<file path="config.mk">
export PLATFORM = sky130hd
export DESIGN_NAME = sccb_target
export DESIGN_NICKNAME = d
export VERILOG_FILES = /design/src/rtl/sccb_target.sv
export SDC_FILE = /design/constraint.sdc
export NUM_CORES = 1
export LEC_CHECK = 0
export BUFFER_PORTS_ARGS = -buffer_cell sky130_fd_sc_hd__buf_4
export CAP_MARGIN = 20
export CORE_UTILIZATION = 25
export DETAILED_ROUTE_END_ITERATION = 8
export GPL_TIMING_DRIVEN = 1
export PLACE_DENSITY_LB_ADDON = 0.12
export SLEW_MARGIN = 30
export SYNTH_ARGS = -nofsm -noshare
export SYNTH_HDL_FRONTEND = slang
export SYNTH_SLANG_ARGS = --single-unit
</file>
<file path="constraint.sdc">
create_clock -name clk -period 5.75 [get_ports clk]
set_clock_uncertainty 0.1 [all_clocks]
set_input_delay 0.575 -clock clk [delete_from_list [all_inputs] [get_ports clk]]
set_output_delay 0.575 -clock clk [all_outputs]
set_load 0.02 [all_outputs]
</file>
<file path="src/rtl/sccb_target.sv">
// sccb_target: SCCB/I2C-style responder that emulates the camera-sensor end of
// the SCCB link.
//
// It decodes the device address and a 16-bit sub-address, then either stores
// the data bytes that follow or returns read data from a small byte register
// file. It serves as a bench/loopback stand-in for the sensor and as a
// fabric-side configuration shadow. It pairs with the master's sccb_clk_0,
// sccb_data_out_0 and sccb_data_en_0.
//
// Ports
//   clk      system clock, at least 16x the SCCB bit rate
//   rstn     asynchronous active-low reset
//   scl_in   SCCB clock from the bus (asynchronous)
//   sda_in   SCCB data from the bus (asynchronous)
//   sda_out  value to drive when sda_oe is high; always 0
//   sda_oe   1 = pull sda low, 0 = release
//   wr_stb   one-cycle pulse per accepted in-window data byte
//   wr_addr  full sub-address of the write flagged by wr_stb
//   wr_data  data byte of the write flagged by wr_stb
//   busy     high from START until STOP or an abort to IDLE
//
// Build option
//   SCCB_TGT_AUTOINC_EN  when defined, the pointer advances after every
//                        written byte. When undefined, the pointer holds, so
//                        repeated write bytes land on the same register.
//
// State table
//   state    | meaning
//   IDLE     | bus idle, waiting for START
//   DEVADR   | shifting device address + R/W
//   ACK_DEV  | acking device address (9th clock)
//   SUB_HI   | shifting sub-address high byte
//   ACK_HI   | acking sub-address high byte
//   SUB_LO   | shifting sub-address low byte
//   ACK_LO   | acking sub-address low byte, pointer loaded
//   WDATA    | shifting a write data byte
//   ACK_WD   | acking a write data byte
//   RDATA    | driving a read byte MSB first
//   RD_NA    | sampling master ACK/NA after a read byte
//   IGNORE   | not addressed, waiting for START/STOP
module sccb_target #(
   parameter logic [6:0]  DEV_ADDR  = 7'h3C,
   parameter int          ADDR_BITS = 6,
   parameter logic [15:0] REG_BASE  = 16'h3000,
   parameter logic [7:0]  RST_VAL   = 8'h00
) (
   input  logic        clk,
   input  logic        rstn,
   input  logic        scl_in,
   input  logic        sda_in,
   output logic        sda_out,
   output logic        sda_oe,
   output logic        wr_stb,
   output logic [15:0] wr_addr,
   output logic [7:0]  wr_data,
   output logic        busy
);

   localparam int DEPTH = 1 << ADDR_BITS;

   localparam logic [3:0] S_IDLE    = 4'd0;
   localparam logic [3:0] S_DEVADR  = 4'd1;
   localparam logic [3:0] S_ACK_DEV = 4'd2;
   localparam logic [3:0] S_SUB_HI  = 4'd3;
   localparam logic [3:0] S_ACK_HI  = 4'd4;
   localparam logic [3:0] S_SUB_LO  = 4'd5;
   localparam logic [3:0] S_ACK_LO  = 4'd6;
   localparam logic [3:0] S_WDATA   = 4'd7;
   localparam logic [3:0] S_ACK_WD  = 4'd8;
   localparam logic [3:0] S_RDATA   = 4'd9;
   localparam logic [3:0] S_RD_NA   = 4'd10;
   localparam logic [3:0] S_IGNORE  = 4'd11;

   logic       scl_m, scl_s, scl_h;
   logic       sda_m, sda_s, sda_h;
   logic [3:0] state;
   logic [3:0] bit_cnt;
   logic [6:0] rx;
   logic [6:0] tx;
   logic       rw;
   logic       na_ack;
   logic [7:0] addr_hi;
   logic [15:0] ptr;
   logic [7:0] mem [DEPTH];

   logic       start_c, stop_c, scl_rise, scl_fall, byte_done, in_win, mem_we;
   logic [7:0] new_byte, rd_byte;

   // Synchronisers and history reset to the idle-bus level (high), so leaving
   // reset cannot look like a bus edge.
   always_ff @(posedge clk or negedge rstn) begin
      if (!rstn) begin
         scl_m <= 1'b1;
         scl_s <= 1'b1;
         scl_h <= 1'b1;
         sda_m <= 1'b1;
         sda_s <= 1'b1;
         sda_h <= 1'b1;
      end else begin
         scl_m <= scl_in;
         scl_s <= scl_m;
         scl_h <= scl_s;
         sda_m <= sda_in;
         sda_s <= sda_m;
         sda_h <= sda_s;
      end
   end

   assign start_c   = scl_s & scl_h & sda_h & ~sda_s;
   assign stop_c    = scl_s & scl_h & ~sda_h & sda_s;
   assign scl_rise  = scl_s & ~scl_h;
   assign scl_fall  = ~scl_s & scl_h;
   assign byte_done = scl_rise && (bit_cnt == 4'd7);
   assign new_byte  = {rx, sda_s};
   assign in_win    = (ptr[15:ADDR_BITS] == REG_BASE[15:ADDR_BITS]);
   assign rd_byte   = in_win ? mem[ptr[ADDR_BITS-1:0]] : 8'hFF;
   assign mem_we    = (state == S_WDATA) && byte_done && in_win && !start_c && !stop_c;

   assign sda_out = 1'b0;
   assign busy    = (state != S_IDLE);

   always_ff @(posedge clk or negedge rstn) begin
      if (!rstn) begin
         for (int i = 0; i < DEPTH; i++) mem[i] <= RST_VAL;
      end else if (mem_we) begin
         mem[ptr[ADDR_BITS-1:0]] <= new_byte;
      end
   end

   always_ff @(posedge clk or negedge rstn) begin
      if (!rstn) begin
         state   <= S_IDLE;
         bit_cnt <= 4'd0;
         rx      <= 7'd0;
         tx      <= 7'd0;
         rw      <= 1'b0;
         na_ack  <= 1'b0;
         addr_hi <= 8'd0;
         ptr     <= 16'd0;
         sda_oe  <= 1'b0;
         wr_stb  <= 1'b0;
         wr_addr <= 16'd0;
         wr_data <= 8'd0;
      end else begin
         wr_stb <= 1'b0;
         if (start_c) begin
            state   <= S_DEVADR;
            bit_cnt <= 4'd0;
            sda_oe  <= 1'b0;
            na_ack  <= 1'b0;
         end else if (stop_c) begin
            state   <= S_IDLE;
            bit_cnt <= 4'd0;
            sda_oe  <= 1'b0;
            na_ack  <= 1'b0;
         end else begin
            case (state)
               S_DEVADR, S_SUB_HI, S_SUB_LO, S_WDATA: begin
                  if (scl_rise) begin
                     rx      <= new_byte[6:0];
                     bit_cnt <= bit_cnt + 4'd1;
                     if (byte_done) begin
                        bit_cnt <= 4'd0;
                        case (state)
                           S_DEVADR: begin
                              if (new_byte[7:1] == DEV_ADDR) begin
                                 rw    <= new_byte[0];
                                 state <= S_ACK_DEV;
                              end else begin
                                 state <= S_IGNORE;
                              end
                           end
                           S_SUB_HI: begin
                              addr_hi <= new_byte;
                              state   <= S_ACK_HI;
                           end
                           S_SUB_LO: begin
                              ptr   <= {addr_hi, new_byte};
                              state <= S_ACK_LO;
                           end
                           default: begin
                              if (in_win) begin
                                 wr_stb  <= 1'b1;
                                 wr_addr <= ptr;
                                 wr_data <= new_byte;
                              end
`ifdef SCCB_TGT_AUTOINC_EN
                              ptr <= ptr + 16'd1;
`endif
                              state <= S_ACK_WD;
                           end
                        endcase
                     end
                  end
               end
               // First falling edge starts the ack, the second one ends the
               // 9th clock and hands over to the next phase.
               S_ACK_DEV, S_ACK_HI, S_ACK_LO, S_ACK_WD: begin
                  if (scl_fall) begin
                     if (!sda_oe) begin
                        sda_oe <= 1'b1;
                     end else begin
                        sda_oe  <= 1'b0;
                        bit_cnt <= 4'd0;
                        case (state)
                           S_ACK_DEV: begin
                              if (rw) begin
                                 state  <= S_RDATA;
                                 sda_oe <= ~rd_byte[7];
                                 tx     <= rd_byte[6:0];
                              end else begin
                                 state <= S_SUB_HI;
                              end
                           end
                           S_ACK_HI: state <= S_SUB_LO;
                           default:  state <= S_WDATA;
                        endcase
                     end
                  end
               end
               // tx holds the bits not yet driven; bit_cnt counts the master's
               // sampling edges.
               S_RDATA: begin
                  if (scl_rise) begin
                     bit_cnt <= bit_cnt + 4'd1;
                  end else if (scl_fall) begin
                     if (bit_cnt == 4'd8) begin
                        sda_oe <= 1'b0;
                        na_ack <= 1'b0;
                        state  <= S_RD_NA;
                     end else begin
                        sda_oe <= ~tx[6];
                        tx     <= {tx[5:0], 1'b0};
                     end
                  end
               end
               S_RD_NA: begin
                  if (scl_rise) begin
                     if (sda_s) begin
                        state <= S_IDLE;
                     end else begin
                        ptr    <= ptr + 16'd1;
                        na_ack <= 1'b1;
                     end
                  end else if (scl_fall && na_ack) begin
                     na_ack  <= 1'b0;
                     bit_cnt <= 4'd0;
                     state   <= S_RDATA;
                     sda_oe  <= ~rd_byte[7];
                     tx      <= rd_byte[6:0];
                  end
               end
               S_IDLE, S_IGNORE: ;
               default: state <= S_IDLE;
            endcase
         end
      end
   end

endmodule

</file>
Word level (Yosys, flattened, before mapping)
Cells that the tools add are included.
- input bits: 4
- logic and storage cells: 254
- output and inout bits: 28
- register bits after elaboration: 592
- $add $sub $neg: 2
- reduce and logical (&&, ||, !) cells: 30
- mux-type cells: 78
- equal/unequal tests: 43
- bitwise operators: 17
- magnitude comparators: 2
- operator list (cell ; number):
    512-bit bitwise mux ; 1
    4-bit 2-to-1 mux ; 23
    16-bit 2-to-1 mux ; 5
    7-bit 2-to-1 mux ; 9
    8-bit binary-select mux with 6-bit select ; 1
    8-bit demux with 6-bit select ; 1
    4-bit inequality test, second input constant ; 10
    8-bit 2-to-1 mux ; 4
    16-bit one-hot mux with 2 select lines ; 1
    2-bit inequality test, second input constant ; 14
    1-bit 2-to-1 mux ; 26
    7-bit one-hot mux with 3 select lines ; 1
    7-bit AND reduction ; 3
    4-bit by 3-bit == test with 1-bit output, second input constant ; 5
    4-bit == test, second input constant ; 5
    4-bit one-hot mux with 5 select lines ; 1
    6-bit AND reduction ; 3
    16-bit by 1-bit adder with 16-bit output, second input constant ; 1
    4-bit one-hot mux with 4 select lines ; 1
    5-bit inequality test, second input constant ; 3
    4-bit one-hot mux with 3 select lines ; 1
    12-bit AND reduction ; 1
    10-bit by 8-bit == test with 1-bit output, second input constant ; 1
    10-bit AND reduction ; 1
    other kinds (26) ; 50

Logic depth before layout (Yosys ltp)
- depth in word-level cells: 13
- mapped depth: 10
- mapped depth without buffers: 8

Least setup slack after synthesis
Ideal clock, no wire load.
- kind: reg2reg
- from: register scl_s
- to: register mem[104] (netlist bit)
- library setup time: 128 ps
- setup slack: 3199 ps
- data arrival time: 2324 ps
- cell stages (with the launch flop): 8
- cells stage by stage: dfstp_2 nand2b_1 buf_6 nor3_4 nand3_2 nor3_4 nand2_2 mux2_1
- cells in the longest elaborated chain, start to end: 6
- elaborated cells between the ends (all ways): 13
- classes of those cells: bitwise: 6; reduce/logical: 7
- ends and longest elaborated chain (element ; RTL line ; RTL):
    from (decl) ; 74 ; logic scl_m, scl_s, scl_h;
    from (signal assigned) ; 101 ; scl_s <= scl_m;
    1-bit bitwise AND (on tied branches) ; 109, 110, 111 ;
    1-bit bitwise AND or 1-bit logical AND (tied branches) ; 109, 113 ;
    1-bit bitwise AND or 1-bit logical AND (tied branches) ; 109, 117 ;
    1-bit logical NOT or 1-bit logical AND (tied branches) ; 117 ; assign mem_we = (state == S_WDATA) && byte_done && in_win && !start_c && !stop_c;
    1-bit logical AND ; 117 ;
    1-bit logical AND (*) ; 117 ;
    to (signal, indexed assignment) ; 126 ; mem[ptr[ADDR_BITS-1:0]] <= new_byte;
    to (decl) ; 84 ; logic [7:0] mem [DEPTH];
Mark *: on every way between the ends. The rest lies on a longest branch, timed or not.
A chain may end at the register's enable or synchronous reset.

Worst setup path in the final report
- from: register scl_s
- to: register mem[56] (netlist bit)
Same word-level chain as after synthesis.

==> run_results.csv <==
group,metric,value,unit
die,die_x,335,microns
sta,rsz0062_at_grt,"false",
run_status,status,"finished clean",
die,io_pins,32,
place,dp_hpwl,61600,microns
logic_synthesis,ys_ff_latch,592,
logic_synthesis,seq_area_frac_synth,53.3,%
logic_synthesis,yosys.area.top_type,"dfrtp_1",
global_routing,grt_pass1_vias,19295,
die,coreArea,0.110,sq mm
critical_path,path_delay_family,"simple AND/OR/NAND/NOR gates",
clock_network,cts_repair_resize_count,0,
clock_network,cts_root_buffer,"clkbuf_16",
drt,vias_per_cell,5.04,
critical_path,crit_path_max_incr_delay,0.91,ns
logic_synthesis,yosys.area.top_type_share,52.7,%
place,place.gp.congestion,0.827,
layout,area_delta_synth_final,15.8,%
critical_path,crit_path_start_kind,"register",
worst_hold_path,min_path_type,"reg2reg",
clock_network,clockBufferDepth,3,
logic_synthesis,synthCells,2160,
critical_path,crit_chain,"nand2b_1, nor3_4, nand3_2, inv_1, and2_1, nand2_2, mux2_2",
layout,regArea,0.0148,sq mm
clock_network,clock-sinks,592,
sta,finalCritPeriodShare,68.7,%
global_routing,grt_max_degree,151,
drt,routed_wl,98700,microns
layout,nNetsFinal,2179,
die,dieHeight,335,microns
clock_network,cts_buffers,71,
layout,final_common_cell,"dfrtp_1",
clock_network,post-cts-setup-buffers,0,
sta,holdWs,0.258,ns
global_routing,grt_pass1_wl,144000,microns
logic_synthesis,synth_area,0.0278,sq mm
critical_path,crit_fanout,13,
power,cellLeakagePower,15.1,nW
clock_network,path_clk_slew,0.05,ns
logic_synthesis,syn_area_per_cell,12.9,sq um
critical_path,crit_type,"reg2reg",
sta,timing.slew.headroom,31.1,%
logic_synthesis,synth_edf_count,0,
drt,wl_per_cell,26.6,microns
drt,drt_iter0_markers,1188,
critical_path,worstPathRequired,6.15,ns
logic_synthesis,ys.flop_type,"dfrtp_1",
critical_path,crit_buf_inv,1,
sta,period_minus_slack,3.95,ns
place,io_buffers,30,
layout,final_cell_mix,"576 x dfrtp_1, 533 x mux2_2, 100 x nand2_1, 85 x buf_4, 79 x mux2i_1",
die,die_area,0.113,sq mm
global_routing,overflow,0,
layout,layout-drive-gt1-share,39.3,%
critical_path,critPathArrivalTime,4.35,ns
drt,final_antenna_net_count,0,
die,num_rows,121,
logic_synthesis,syn_nets,2167,
sta,setup_viol,0,
sta,drv_slew,0,
logic_synthesis,yosysWarnings,0,
drt,drc,0,
logic_synthesis,synth_area_leaders,"dfrtp_1 53%, mux2_2 22%, mux2i_1 2.8%, mux4_2 2.4%, clkbuf_1 1.6%",
sta,tightest_slew,1.03,ns
layout,multi_input_area,0.0123,sq mm
die,start_util,25.4,%
clock_network,cts_tree,"built",
critical_path,setup.worst_path.end_class,"register",
drt,dr.pass1.iters,5,
sta,finalHoldViolCount,0,
logic_synthesis,ys_types,73,
clock_network,cts_hold_buf,3,
logic_synthesis,synthArstFlopShare,100,%
layout,nFillCells,11213,
sta,tns,0,ns
clock_network,cts_max_level,3,
drt,routed-via-count,18661,
run,maxCapViolCount,0,
global_routing,grtUsageTotal,17.6,%
power,p_per_area,398,mW/mm^2
global_routing,antenna_found_initial,1,
critical_path,cp_slowest_cell,"and2_1",
sta,fmax,253,MHz
clock_network,clock_latency,0.63,ns
power,ir_worst_vdd,194,uV
-- metal layers --
metal	GRT usage, %	routed length [microns]	vias up
li1	-	-	8021
met5	0	0	-
met3	2.07	3380	120
met4	4.35	1960	0
met2	28.6	46600	389
met1	24.8	46800	10131
-- synth_stat cells (4+ instances only) --
master	count
a211oi_1	4
a21oi_1	46
a221o_1	12
a221oi_1	44
a22o_1	4
a22oi_1	41
a2bb2oi_1	6
a311oi_1	4
a31oi_1	14
a32oi_1	4
and2_1	21
and3_1	9
buf_1	13
buf_2	23
buf_4	5
clkbuf_1	120
dfrtp_1	586
dfstp_2	6
inv_1	14
mux2_1	29
mux2_2	533
mux2i_1	79
mux4_2	30
nand2_1	100
nand2_2	64
nand2b_1	16
nand3_1	31
nand3b_1	5
nand4_1	4
nor2_1	66
nor2b_1	19
nor3_1	10
nor3_4	6
nor4_1	4
o211ai_1	4
o21a_1	4
o21ai_0	55
o221ai_1	14
o22a_1	8
o22ai_1	35
o2bb2ai_1	8
o31ai_1	5
or2_2	4
or3b_2	5
-- final timing paths --
check | startpoint | endpoint | slack [ns] | cells after the start
max in group asynchronous | rstn | mem[429] | 3.68 | 3
min reg2reg | scl_m | scl_s | 0.26 | 0
max reg2reg | scl_s | mem[56] | 1.80 | 7
max | scl_s | mem[56] | 1.80 | 7
min | scl_m | scl_s | 0.26 | 0
min in group asynchronous | rstn | wr_addr[2] | 0.45 | 2
-- sequential cells by signal (all words and copies together), names as in the netlist --
register and count:
scl_m 1, ptr 16, addr_hi 8, sda_oe 1, sda_m 1, rw 1
bit_cnt 4, scl_h 1, sda_s 1, sda_h 1, tx 7, rx 7
mem 512, na_ack 1, scl_s 1, wr_data 8, wr_stb 1, wr_addr 16
state 4
-- cell type report --
| type | instances | area share (%) |
|---|---|---|
| clock buffer | 114 | 6.69 |
| tap | 1476 | 5.73 |
| inverter | 14 | 0.163 |
| multi-input combinational | 1392 | 38.2 |
| clock inverter | 12 | 0.319 |
| timing repair buffer | 101 | 2.75 |
| sequential | 592 | 46.1 |
| antenna | 2 | 0.0155 |
-- cell families after synthesis --
group                      Yosys count  share of synthesized area (%)
AOI/OAI and AO/OA                  339                           8.71
xor gates and xnor gates             1                         0.0315
adders and majority gates            3                          0.135
buffers and inverters              176                           2.57
DFF                                592                           53.3
muxes                              671                           28.0
other                                1                         0.0135
and+or+nand+nor                    377                           7.18
-- per-stage QoR --
stage / util [%] / cells / setup WS, ns / cell area, sq um / power (mW)
2_1_floorplan: - / 2160 / 3.20 / 27800 / 6.54
6_report: 29.4 / 3703 / 1.80 / 32200 / 12.8
4_1_cts: 29.3 / 3697 / 1.74 / 32100 / 13.0
3_5_place_dp: 27.2 / 3568 / 1.74 / 29800 / 8.47
3_3_place_gp: 27.2 / 3567 / 1.67 / 29800 / 8.45
5_1_grt: 29.4 / 3701 / 1.66 / 32200 / 13.4
-- power by group --
part | total, mW | internal, mW | switching (mW)
Clock | 4.44 | 2.61 | 1.84
Combinational | 3.71 | 0.956 | 2.76
Sequential | 4.68 | 4.30 | 0.375
Total | 12.8 | 7.86 | 4.97
Power figures use the tool's default switching activity.
